<file path="src/rtl/data_mem_pkg.sv">
// Shared types for the CPU-side data memory master: FSM states, widths and
// access-size encodings.
package data_mem_pkg;

  localparam int DW = 16;

  typedef enum logic [2:0] {
    IDLE   = 3'd0,
    LOAD   = 3'd1,
    RMW_RD = 3'd2,
    WRITE  = 3'd3,
    RESP   = 3'd4
  } state_t;

  typedef enum logic {
    SZ_WORD = 1'b0,
    SZ_BYTE = 1'b1
  } size_t;

  // Latched request; the operation itself (load / word store / byte store)
  // is carried by the FSM state, and store data lives in the write word.
  typedef struct packed {
    size_t         size;
    logic          hi;
    logic          sgn;
    logic [DW-1:0] addr;
  } req_t;

  function automatic logic [DW-1:0] ext8(input logic [7:0] b, input logic sgn);
    return {{(DW-8){sgn & b[7]}}, b};
  endfunction

endpackage

</file>
<file path="src/rtl/data_mem_master_byte_lane_unit.sv">
// Combinational byte-lane datapath: load extraction with sign/zero extend,
// and byte merge into a read word for read-modify-write stores.
module byte_lane_unit
  import data_mem_pkg::*;
(
  input  logic [DW-1:0] rdata,
  input  size_t         size,
  input  logic          hi,
  input  logic          sgn,
  input  logic [7:0]    wbyte,
  output logic [DW-1:0] load_data,
  output logic [DW-1:0] merge_data
);

  logic [7:0] lane;

  always_comb begin
    lane       = hi ? rdata[DW-1:8] : rdata[7:0];
    load_data  = (size == SZ_BYTE) ? ext8(lane, sgn) : rdata;
    merge_data = hi ? {wbyte, rdata[7:0]} : {rdata[DW-1:8], wbyte};
  end

endmodule

</file>
<file path="src/rtl/data_mem_master.sv">
// CPU load/store front end to a 16-bit word memory with combinational read;
// byte stores are done as a read-modify-write of the containing word.
module data_mem_master
  import data_mem_pkg::*;
(
  input  logic          clk,
  input  logic          reset,
  input  logic          req_valid,
  output logic          req_ready,
  input  logic          req_we,
  input  logic          req_byte,
  input  logic          req_hi,
  input  logic          req_signed,
  input  logic [DW-1:0] req_addr,
  input  logic [DW-1:0] req_wdata,
  output logic          resp_valid,
  input  logic          resp_ready,
  output logic [DW-1:0] resp_data,
  output logic [DW-1:0] addrM,
  output logic [DW-1:0] write_dataM,
  output logic          write_en,
  input  logic [DW-1:0] read_dataM
);

  state_t        state;
  req_t          req_q;
  logic [DW-1:0] wword;
  logic [DW-1:0] load_data;
  logic [DW-1:0] merge_data;

  byte_lane_unit u_lane (
    .rdata      (read_dataM),
    .size       (req_q.size),
    .hi         (req_q.hi),
    .sgn        (req_q.sgn),
    .wbyte      (wword[7:0]),
    .load_data  (load_data),
    .merge_data (merge_data)
  );

  // Memory-side outputs are pure decodes of registered state, so they never
  // carry stale values into IDLE/RESP; write_en is also masked by reset.
  always_comb begin
    addrM       = '0;
    write_dataM = '0;
    write_en    = 1'b0;
    if (state == LOAD || state == RMW_RD || state == WRITE)
      addrM = req_q.addr;
    if (state == WRITE) begin
      write_dataM = wword;
      write_en    = ~reset;
    end
  end

  always_ff @(posedge clk) begin
    if (reset) begin
      state      <= IDLE;
      req_q      <= '0;
      wword      <= '0;
      resp_valid <= 1'b0;
      resp_data  <= '0;
      req_ready  <= 1'b1;
    end else begin
      case (state)
        IDLE: begin
          if (req_valid && req_ready) begin
            req_q.size <= req_byte ? SZ_BYTE : SZ_WORD;
            req_q.hi   <= req_hi;
            req_q.sgn  <= req_signed;
            req_q.addr <= req_addr;
            wword      <= req_wdata;
            req_ready  <= 1'b0;
            if (!req_we)       state <= LOAD;
            else if (req_byte) state <= RMW_RD;
            else               state <= WRITE;
          end
        end
        LOAD: begin
          resp_data  <= load_data;
          resp_valid <= 1'b1;
          state      <= RESP;
        end
        RMW_RD: begin
          wword <= merge_data;
          state <= WRITE;
        end
        WRITE: begin
          resp_data  <= '0;
          resp_valid <= 1'b1;
          state      <= RESP;
        end
        RESP: begin
          // req_ready rises only after the handshake edge, so a new request
          // can never be taken in the same cycle as the response.
          if (resp_ready) begin
            resp_valid <= 1'b0;
            resp_data  <= '0;
            req_ready  <= 1'b1;
            state      <= IDLE;
          end
        end
        default: begin
          state     <= IDLE;
          req_ready <= 1'b1;
        end
      endcase
    end
  end

endmodule

</file>
<file path="config.mk">
export PLATFORM = sky130hd
export DESIGN_NAME = data_mem_master
export DESIGN_NICKNAME = d
export VERILOG_FILES = /design/src/rtl/data_mem_pkg.sv /design/src/rtl/data_mem_master_byte_lane_unit.sv /design/src/rtl/data_mem_master.sv
export SDC_FILE = /design/constraint.sdc
export NUM_CORES = 1
export LEC_CHECK = 0
export ABC_CLOCK_PERIOD_IN_PS = 2500
export BUFFER_PORTS_ARGS = -buffer_cell sky130_fd_sc_hd__buf_2
export CAP_MARGIN = 40
export CORE_UTILIZATION = 40
export DETAILED_ROUTE_END_ITERATION = 10
export PLACE_DENSITY = 0.68
export SETUP_SLACK_MARGIN = 0.1
export SYNTH_ARGS = -nofsm -noshare
export SYNTH_HDL_FRONTEND = slang
export SYNTH_SLANG_ARGS = --single-unit
</file>
<file path="constraint.sdc">
create_clock -name clk -period 2.5 [get_ports clk]
set_clock_uncertainty 0.15 [all_clocks]
set_input_delay 0.125 -clock clk [delete_from_list [all_inputs] [get_ports clk]]
set_output_delay 0.125 -clock clk [all_outputs]
set_load 0.005 [all_outputs]
</file>
== Word level (Yosys, flattened, before mapping) ==
Index checks and enable logic that the tools add are counted.

* Bits in registers: 56
* Output and inout bits: 51
* Logic and storage cells: 57

* Equal/unequal tests: 7
* Muxes and demuxes: 21
* Bitwise logic cells: 3
* Reduce and logical (&&, ||, !) cells: 16

{| class="wikitable"
|+ Operator list
! cell !! number
|-
| $mux W16 || 6
|-
| $pmux W16 S3 || 1
|-
| $pmux W16 S2 || 1
|-
| $pmux W3 S4 || 1
|-
| $reduce_and A2 Y1 || 5
|-
| $mux W8 || 1
|-
| $eq A3 B2 Y1 const B || 2
|-
| $mux W1 || 6
|-
| $mux W3 || 2
|-
| $ne A2 B2 Y1 const B || 3
|-
| $reduce_and A3 Y1 || 2
|-
| $reduce_bool A2 Y1 || 2
|-
| $eq A3 B1 Y1 const B || 1
|-
| $eq A3 B3 Y1 const B || 1
|-
| $logic_not A3 Y1 || 1
|-
| $pmux W1 S3 || 1
|-
| $reduce_bool A3 Y1 || 1
|-
| $reduce_or A3 Y1 || 1
|-
| $logic_or A1 B1 Y1 || 2
|-
| $mux W2 || 1
|-
| $not A1 Y1 || 2
|-
| $pmux W1 S2 || 1
|-
| $reduce_or A2 Y1 || 1
|-
| $and A1 B1 Y1 || 1
|-
| $logic_and A1 B1 Y1 || 1
|}

== Logic depth before layout (Yosys ltp) ==
Gate-level depths: netlist (run 1).

* Depth in word-level cells: 4
* Gate-level depth with buffers: 5
* Depth with buffers taken out: 3

== Modules after synthesis ==
From an unflattened synthesis (run 1), not the netlist that was laid out.

* Cell total of the unflattened synthesis: 358
* Area total of the unflattened synthesis: 2,966.6 sq um

{| class="wikitable"
|+ Modules (own cells, without submodules)
! module !! instances !! cells an instance !! area an instance (sq um) !! seq. area each (sq um)
|-
| data_mem_master || 1 || 301 || 2,497.4 || 1,121.1
|-
| byte_lane_unit || 1 || 57 || 469.2 || 0.0
|}

== Worst setup path after synthesis (run 1) ==
No wires, ideal clock.

* Kind: flip-flop to flip-flop
* Start: register state[0]
* End: register wword[11]
* Data arrival time: 1.287 ns
* Data required time: 2.210 ns
* Slack: 0.923 ns
* Cell stages (with the launch flop): 6
* Path buffers: 2
* Cells stage by stage: dfxtp_1 -> buf_2 -> or3b_1 -> buf_2 -> a211oi_1 -> a2111oi_2

* Word-level cells in the longest chain between the ends: 3

{| class="wikitable"
|+ RTL lines
! element !! RTL line !! RTL
|-
| start: declaration || data_mem_master.sv:25 || <nowiki>state_t state;</nowiki>
|-
| start signal: assignment || data_mem_master.sv:57 || <nowiki>state <= IDLE;</nowiki>
|-
| start signal: assignment || data_mem_master.sv:73 || <nowiki>if (!req_we) state <= LOAD;</nowiki>
|-
| start signal: assignment || data_mem_master.sv:74 || <nowiki>else if (req_byte) state <= RMW_RD;</nowiki>
|-
| $eq A3 B2 Y1 or $logic_not A3 Y1 (tied branches) || data_mem_master.sv:64 || <nowiki>case (state)</nowiki>
|-
| $reduce_bool A2 Y1 (no source line) or $ne A2 B2 Y1 (tied branches) || - ||
|-
| $reduce_and A2 Y1 (no source line) || - ||
|-
| end signal: assignment || data_mem_master.sv:71 || <nowiki>wword <= req_wdata;</nowiki>
|-
| end signal: assignment || data_mem_master.sv:84 || <nowiki>wword <= merge_data;</nowiki>
|-
| end: declaration || data_mem_master.sv:27 || <nowiki>logic [DW-1:0] wword;</nowiki>
|}

Several ways; a longest one is shown, not always the timed one.
A chain may end at the register's enable or synchronous reset.

== Worst setup path in the final report (run 1) ==
* Start: register req_q[17] (netlist name)
* End: register resp_data[4]

* Word-level cells in the longest chain between the ends: 3

{| class="wikitable"
|+ RTL lines
! element !! RTL line !! RTL
|-
| $mux W8 || data_mem_master_byte_lane_unit.sv:18 || <nowiki>lane = hi ? rdata[DW-1:8] : rdata[7:0];</nowiki>
|-
| $mux W16 || data_mem_master_byte_lane_unit.sv:19 || <nowiki>load_data = (size == SZ_BYTE) ? ext8(lane, sgn) : rdata;</nowiki>
|-
| $pmux W16 S3 || data_mem_master.sv:64 ||
|-
| end signal: assignment || data_mem_master.sv:79 || <nowiki>resp_data <= load_data;</nowiki>
|-
| end: declaration || data_mem_master.sv:18 || <nowiki>output logic [DW-1:0] resp_data,</nowiki>
|}

Every way passes these cells.

==> results of run 1 <==
[per-layer routing]
metal / wire length (µm) / vias up / share of wire [%]
met3: 447 / 13 / 5.5
met2: 3760 / 94 / 46
met5: 0 / - / 0
met4: 152 / 0 / 1.9
li1: - / 1434 / -
met1: 3760 / 1340 / 46
[per-stage QoR]
stage	hold WS (ns)	std cells	util (%)
6_report	0.0160	551	58.2
5_1_grt	0.0217	551	58.2
4_1_cts	0.00706	551	58.1
3_5_place_dp	0.234	499	49.9
3_3_place_gp	0.229	499	49.9
2_1_floorplan	0.123	317	-
[area by class of cell]
| class | count | area [µm²] |
|---|---|---|
| clock buffers | 5 | 68.8 |
| clock inverters | 3 | 46.3 |
| fillers | 610 | 2840 |
| inverters | 1 | 3.75 |
| multi-input cells | 229 | 1540 |
| flip-flops and latches | 56 | 1120 |
| well taps | 96 | 120 |
| repair buffers | 161 | 1050 |
[worst paths after layout]
| path | startpoint | end | slack (ns) |
|---|---|---|---|
| worst max-delay path | req_q[17]$_SDFFE_PP0P_ | resp_data[4]$_SDFFE_PP0P_ | 0.32 |
| worst min-delay path | resp_ready | state[2]$_SDFFE_PP0P_ | 0.02 |
| worst max register to register | req_q[17]$_SDFFE_PP0P_ | resp_data[4]$_SDFFE_PP0P_ | 0.32 |
| worst min register to register | resp_data[3]$_SDFFE_PP0P_ | resp_data[3]$_SDFFE_PP0P_ | 0.32 |
[cell families after synthesis]
family,after synthesis
simple gates,118
compound gates,95
flops,56
buf+inv,32
mux,16
[power breakdown]
group / internal (W) / switching [W]
logic: 0.000256 / 0.000307
registers: 0.000988 / 0.0000708
clock network: 0.000302 / 0.000309
[timing repair]
action                                  in CTS  in global routing
gates resized for setup                      0                  2
hold endpoints to repair                    38                  0
endpoints found under the setup margin       0                 18
hold buffers                                44                  0
[cells in the mapped netlist (all sizes together), types with 2 or more instances]
library cell	n
a2111oi	8
a211oi	9
a21oi	23
a221oi	7
a31oi	2
and2	23
and3	16
buf	13
clkbuf	18
dfxtp	56
mux2i	15
nand2	6
nand3	21
nor2	22
nor2b	9
nor3	11
nor4b	2
o21ai	27
o2bb2ai	16
[critical path, cell delays in order, from the launching register on]
cell and delay, ns:
dfxtp_2 0.49, buf_4 0.24, nand2_1 0.29, mux2i_1 0.26
dlygate4sd3_1 0.58, o2bb2ai_1 0.06
[registers in the layout (all words and copies together) (netlist names)]
| name | cells |
|---|---|
| req_q | 19 |
| req_ready | 1 |
| resp_data | 16 |
| resp_valid | 1 |
| state | 3 |
| wword | 16 |
==> metrics.txt, run 1 <==
htree depth=2; Reg2Reg Depth=5; Yosys warning count=0; Setup CP Type=reg2reg; crit end category=register; initial antenna violation count=0; CTS tree=yes; fin crit period=2.18 ns; total track usage=22.3%; DRT iter0 DRCs=211; Clock Path Buffers=2; fraction of synthesized area in multiplexers=5.75%; area share of and/or/nand/nor cells after synthesis=24.1%; synth top area cells=dfxtp_1, mux2i_1, and2_1; Power Dens Cells=565 nW/µm²; Total Power=0.00223 W; # IOs=107; vias after detailed routing=2881; global placement routability congestion=0.797; CP arrival=2.24 ns; dpl cell area=3390 µm²; layout cells sized above 1=31.9%; Final period util=87.3%; Static Leak=1.77 nW; Post-CTS Setup Bufs=0; setup TNS=0 ns; Seq/Total Area, Yosys=39.9%; synth-to-layout area growth=40.7%; Final WS setup=0.319 ns; Final ANT Viol Nets=0; Final HPWL DP=5220 µm; commonest cells after routing, fill and taps aside=buf_2, dfxtp_1, dlygate4sd3_1, o21ai_0, and2_1; critical path peak fanout=17; share of the synthesized area in the top cell type=39.9%; core area=6790 µm²; Clock Sinks=56; RSZ-0062 raised after global routing=false; chip width=85.8 µm; ant diodes=0; Clock transition at path regs=0.11 ns; Syn Nets=373; Root Buffer=clkbuf_8; first-pass GRT wire length=13000 µm; Slew Limit Fails=0; Initial Util=41.3%; vias in the first global route=2691; die area=7360 µm²; met3 usage in global routing=3.56%; Netlist cell types=40; Final setup viols=0; GRT met1 Usage=30.4%; Max VDD drop=0.280 mV; EDFF count, synth=0; Syn Std Cell Area=2810 µm²; DRC Markers=0; status=complete, no violations; final layout net count=510; input/output buffers=106; met2 GRT Util=36.1%; crit start category=register; Inserted Clock Buffers=5; synthesized instance count=317; Final Hold Vio Count=0; DR vias/cell=5.23; hold depth=4; height of the die=85.8 µm; fin area=3950 µm²; slew at the pin closest to its max-slew limit=0.707 ns; GRT busiest layer=met2; Hold Path Class=in2reg; Fmax=458 MHz; Clock Latency Late Sink=0.31 ns; Post-synth top flop=dfxtp_1; #FFs+latches synth=56; DR WL/cell=14.7 µm; Post-synth ARST share=0%; worst path required time=2.56 ns; Synth area leader=dfxtp_1; pre-CTS setup slack=0.628 ns; syn_area_per_cell=8.86 µm²; total wire length=8120 µm; drt pass-1 iters=4; largest net degree at the start of global routing=25; adder-cell share of the synthesized area=0%; Synth Area in XOR/XNOR=0%; Std-Cell Rows=30; largest family of logic cells by synthesized area=compound AO/OA/AOI/OAI gates; GR Overflow Total=0; max-capacitance violation count=0; relative slew slack=52.7%; Synth Area in Compound Gates=24.8%; most common cell after layout, fill and taps aside=buf_2
(Power assumes the default switching activity.)
==> run 2: changes to the inputs <==
Settings changed: PLACE_DENSITY 0.68 to unset, PLACE_DENSITY_LB_ADDON set to 0.15.
==> metrics.txt, run 2 (synthesized netlist as in run 1, its figures left out) <==
Clock transition at path regs=0.11 ns (about the same); clock power share=23.9% (-3.4 points); drt pass-1 iters=4 (unchanged); total wire length=8140 µm (+0.22%); RSZ-0062 raised after global routing=false; crit end category=output pin; commonest cells after routing, fill and taps aside=buf_2, dfxtp_1, dlygate4sd3_1, o21ai_0, and2_1; Hold Crit Start=read_dataM[14]; Root Buffer=clkbuf_8; initial antenna violation count=0 (unchanged); global placement routability congestion=0.807 (+1.3%); vias in the first global route=2720 (+1.1%); Inserted Clock Buffers=5 (unchanged); fin crit period=2.19 ns (+0.00480 ns); Psw=0.000693 W (+0.92%); Clock Sinks=56 (unchanged); Final setup viols=0 (unchanged); CP delay by family, top=simple AND/OR/NAND/NOR gates; slew at the pin closest to its max-slew limit=0.731 ns (+0.0239 ns); GR Overflow Total=0 (unchanged); chip width=85.8 µm (unchanged); Cell Int Power=0.00145 W (-6.1%); Hold Path Class=in2reg; setup TNS=0 ns (unchanged); Reg2Reg Depth=4 (-1); Seq pwr share=49.4% (+2.0 points); RR Endpoint=resp_data[6]$_SDFFE_PP0P_; core area=6790 µm² (unchanged); input/output buffers=106 (unchanged); Fmax=457 MHz (-0.22%); die area=7360 µm² (unchanged); worst path required time=2.23 ns (-0.33 ns); relative slew slack=51.1% (-1.6 points); Slew Limit Fails=0 (unchanged); synth-to-layout area growth=40.5%; Clock Path Buffers=2 (unchanged); Clock Latency Late Sink=0.32 ns (about the same); ant diodes=0 (unchanged); Std-Cell Rows=30 (unchanged); DR WL/cell=14.7 µm (-0.32%); max reg flops=19 (unchanged); Crit path depth=4 (-1); max-capacitance violation count=0 (unchanged); Largest regs=req_q: 19 flops, resp_data: 16 flops, wword: 16 flops; most flop-heavy register=req_q; crit start category=register; Power Dens Cells=544 nW/µm² (-3.8%); largest net degree at the start of global routing=27 (+8.0%); height of the die=85.8 µm (unchanged); critical-path cell list=nor2b_1 > buf_4 > and3_1 > buf_2; vias after detailed routing=2872 (-0.31%); Max VDD drop=0.264 mV (-5.7%); Layout Utilization=58.1% (-0.074 points); Max stage delay on crit path=0.56 ns (-0.02 ns); Final period util=87.4% (+0.19 points); most common cell after layout, fill and taps aside=buf_2; Final HPWL DP=5630 µm (+7.9%); Final ANT Viol Nets=0 (unchanged); status=complete, no violations; DRC Markers=0 (unchanged); Setup CP Type=reg2out; switching share of power=32.3% (+1.5 points); total track usage=22.4% (+0.11 points); critical path peak fanout=17 (unchanged); critical path startpoint=state[0]$_SDFFE_PP0P_; CTS tree=yes; fillers=641 (+5.1%); worst reg-to-reg setup slack=0.49 ns (+0.17 ns); combinational share of power=26.7% (+1.5 points); Worst path slowest cell=dfxtp_1; Initial Util=41.3% (unchanged); htree depth=2 (unchanged); first-pass GRT wire length=13200 µm (+1.5%); CP arrival=1.91 ns (-0.33 ns); # IOs=107 (unchanged); layout cells sized above 1=32.3% (+0.45 points); CP Buf/Inv Count=2 (unchanged); DR vias/cell=5.18 (-0.85%); Final Hold Vio Count=0 (unchanged); Static Leak=1.77 nW (about the same); end point of the critical path=write_dataM[3]; worst r2r src=req_q[17]$_SDFFE_PP0P_; final layout net count=513 (+0.59%); DRT iter0 DRCs=179 (-15%)
## run 2: timing repair
action	in CTS	in global routing
endpoints found under the setup margin	0	1
hold endpoints to repair	37	0
buffers inserted	0	0
resized for setup	0	1
hold buffers	43	0
## run 2: final cells by class
class,instances,area (µm²),area share (%)
Clock buffer,5,68.8,1.74
Timing Repair Buffer,164,1070,27.2
Inverter,1,3.75,0.0951
Tap cell,96,120,3.04
Clock inverter,3,23.8,0.602
Sequential cell,56,1120,28.4
Multi-Input combinational cell,229,1540,38.9
## run 2: routing by layer
| metal | wire length, µm | GRT usage [%] |
|---|---|---|
| met5 | 0 | 0 |
| met4 | 85 | 4.85 |
| met1 | 3900 | 31.6 |
| met3 | 418 | 3.85 |
| met2 | 3730 | 35.9 |
## run 2: worst min-delay path by stage
stage	endpoint	slack, ns	depth (start not counted)
3_5_place_dp	req_q[1]$_SDFFE_PP0P_	0.24	3
2_1_floorplan	req_q[0]$_SDFFE_PP0P_	0.12	2
3_3_place_gp	req_q[17]$_SDFFE_PP0P_	0.23	3
5_1_grt	state[2]$_SDFFE_PP0P_	0.02	4
6_report	resp_data[14]$_SDFFE_PP0P_	0.007	3
4_1_cts	state[2]$_SDFFE_PP0P_	0.007	4
## run 2: power groups by stage
stage	registers [W]	clock network, W	logic, W
after floorplan	0.00105	0	0.000363
after global placement	0.00108	0	0.000512
after detailed placement	0.00108	0	0.000518
after CTS	0.00106	0.000529	0.000573
after global routing	0.00107	0.000551	0.000636
final	0.00106	0.000513	0.000573
## run 2: stage by stage
step	power [W]	instances	hold WS [ns]	cell area, µm²	worst slack (ns)
after detailed placement	0.00160	503	0.236	3420	0.555
after floorplan	0.00141	317	0.123	2810	0.923
after global routing	0.00226	554	0.0226	3950	0.196
final	0.00215	554	0.00651	3950	0.314
after CTS	0.00216	554	0.00687	3950	0.259
after global placement	0.00159	503	0.232	3420	0.547
## run 2: worst register-to-register path: stages, from the launching register on
cell and delay [ns]:
dfxtp_2 0.53, nand2_1 0.35, mux2i_1 0.25, dlygate4sd3_1 0.58, o2bb2ai_1 0.06
==> run 3: changes to the inputs <==
Settings changed: ABC_CLOCK_PERIOD_IN_PS 2500 to 2100.
Clock period 2.5 ns to 2.1 ns, I/O delays scaled along.
==> metrics.txt, run 3 (synthesized netlist as in run 1, its figures left out) <==
synth-to-layout area growth=41.2%; Inserted Clock Buffers=5 (unchanged); crit start category=register; height of the die=85.8 µm (unchanged); total track usage=22.8% (+0.45 points); Hold Path Class=in2reg; switching share of power=29.2% (-3.1 points); Final setup viols=0 (unchanged); relative slew slack=60.3% (+9.1 points); Hold WS=0.0318 ns (+0.0253 ns); most flop-heavy register=req_q; Clock Path Buffers=2 (unchanged); chip width=85.8 µm (unchanged); Final period util=88.0%; crit end category=register; status=complete, no violations; core area=6790 µm² (unchanged); DR WL/cell=15.1 µm (+2.8%); RSZ-0062 raised after global routing=false; largest net degree at the start of global routing=29 (+7.4%); Layout Utilization=58.4% (+0.26 points); worst path required time=2.12 ns (-0.11 ns); fillers=603 (-5.9%); Fmax=541 MHz; Final ANT Viol Nets=0 (unchanged); die area=7360 µm² (unchanged); critical path startpoint=state[2]$_SDFFE_PP0P_; Setup CP Type=reg2reg; DRT iter0 DRCs=174 (-2.8%); # IOs=107 (unchanged); commonest cells after routing, fill and taps aside=buf_2, dfxtp_1, dlygate4sd3_1, o21ai_0, and2_1; CTS tree=yes; fin crit period=1.85 ns; vias after detailed routing=2913 (+1.4%); worst r2r src=state[2]$_SDFFE_PP0P_; Static Leak=1.80 nW (+1.5%); sequential cell area=1120 µm² (-0.11%); CP arrival=1.87 ns (-0.04 ns); first-pass GRT wire length=13300 µm (+0.63%); Seq pwr share=44.9% (-4.5 points); Cell Int Power=0.00197 W (+35%); Std-Cell Rows=30 (unchanged); Hold Crit Start=req_wdata[1]; slew at the pin closest to its max-slew limit=0.593 ns (-0.138 ns); input/output buffers=106 (unchanged); Initial Util=41.3% (unchanged); drt pass-1 iters=4 (unchanged); most common cell after layout, fill and taps aside=buf_2; GR Overflow Total=0 (unchanged); initial antenna violation count=0 (unchanged); Slew Limit Fails=0 (unchanged); Final HPWL DP=5580 µm (-0.93%); final layout net count=512 (-0.19%); Clock Latency Late Sink=0.31 ns (about the same); layout cells sized above 1=33.1% (+0.80 points); Clock transition at path regs=0.10 ns (about the same); Clock Sinks=56 (unchanged); dpl cell area=3450 µm² (+0.88%); total wire length=8340 µm (+2.5%); DR vias/cell=5.28 (+1.8%); Root Buffer=clkbuf_8; htree depth=2 (unchanged); total area of multi-input combinational cells=1540 µm² (+0.16%); setup TNS=0 ns (unchanged); vias in the first global route=2735 (+0.55%); max reg flops=19 (unchanged); Max stage delay on crit path=0.47 ns (-0.09 ns); Psw=0.000810 W (+17%); Largest regs=req_q: 19 flops, resp_data: 16 flops, wword: 16 flops; fin area=3970 µm² (+0.44%); Power Dens Cells=700 nW/µm² (+29%); ant diodes=0 (unchanged); global placement routability congestion=0.794 (-1.7%); DRC Markers=0 (unchanged); critical path peak fanout=10 (-7); Max VDD drop=0.333 mV (+26%); critical-path cell list=buf_4 > or2_1 > a21oi_2 > a311oi_1; combinational share of power=25.4% (-1.3 points); clock power share=29.7% (+5.8 points); Worst path slowest cell=a21oi_2; Final Hold Vio Count=0 (unchanged); max-capacitance violation count=0 (unchanged)
-- run 3: timing repair --
action | CTS | global route
buffers inserted | 0 | 0
setup endpoints to repair | 0 | 1
endpoints found under the hold margin | 38 | 0
gates resized for setup | 0 | 1
hold buffers | 38 | 0
-- run 3: path summary, 6_finish.rpt --
| path | to | slack, ns | depth (start not counted) |
|---|---|---|---|
| worst min-delay path | wword[1]$_SDFFE_PP0P_ | 0.03 | 3 |
| worst max-delay path | wword[7]$_SDFFE_PP0P_ | 0.25 | 4 |
| worst max register to register | wword[7]$_SDFFE_PP0P_ | 0.25 | 4 |
| worst min register to register | resp_data[15]$_SDFFE_PP0P_ | 0.32 | 1 |
-- run 3: area by class of cell --
cell class	count	share of cell area (%)
repair buffers	163	26.6
clock inverters	2	1.51
well taps	96	3.03
flip-flops and latches	56	28.3
inverters	1	0.0947
clock buffers	5	1.74
multi-input cells	229	38.8
-- run 3: critical path: cells and delay by family (launching register included) --
kind            cells  cell delay, ns
simple gates        1            0.34
compound gates      2            0.64
flops               1            0.40
buf+inv             1            0.19
-- run 3: through the flow --
| step | total power, W | setup WS [ns] | cells |
|---|---|---|---|
| 2_1_floorplan | 0.00168 | 0.523 | 317 |
| 3_3_place_gp | 0.00190 | 0.243 | 506 |
| 3_5_place_dp | 0.00191 | 0.226 | 507 |
| 4_1_cts | 0.00279 | 0.228 | 552 |
| 5_1_grt | 0.00292 | 0.132 | 552 |
| 6_report | 0.00278 | 0.252 | 552 |
-- run 3: routing by layer --
layer / vias up / track usage, % / share of wire (%)
met2: 94 / 35.2 / 45
met3: 22 / 4.62 / 5.6
met5: - / 0 / 0
met1: 1362 / 31.2 / 47
li1: 1435 / - / -
met4: 0 / 9.39 / 2.8
-- run 3: power by group through the flow --
stage | Clock (W) | Combinational [W] | Sequential [W]
6_report | 0.000824 | 0.000704 | 0.00125
2_1_floorplan | 0 | 0.000432 | 0.00125
5_1_grt | 0.000880 | 0.000776 | 0.00126
3_5_place_dp | 0 | 0.000644 | 0.00127
4_1_cts | 0.000839 | 0.000701 | 0.00125
3_3_place_gp | 0 | 0.000632 | 0.00127
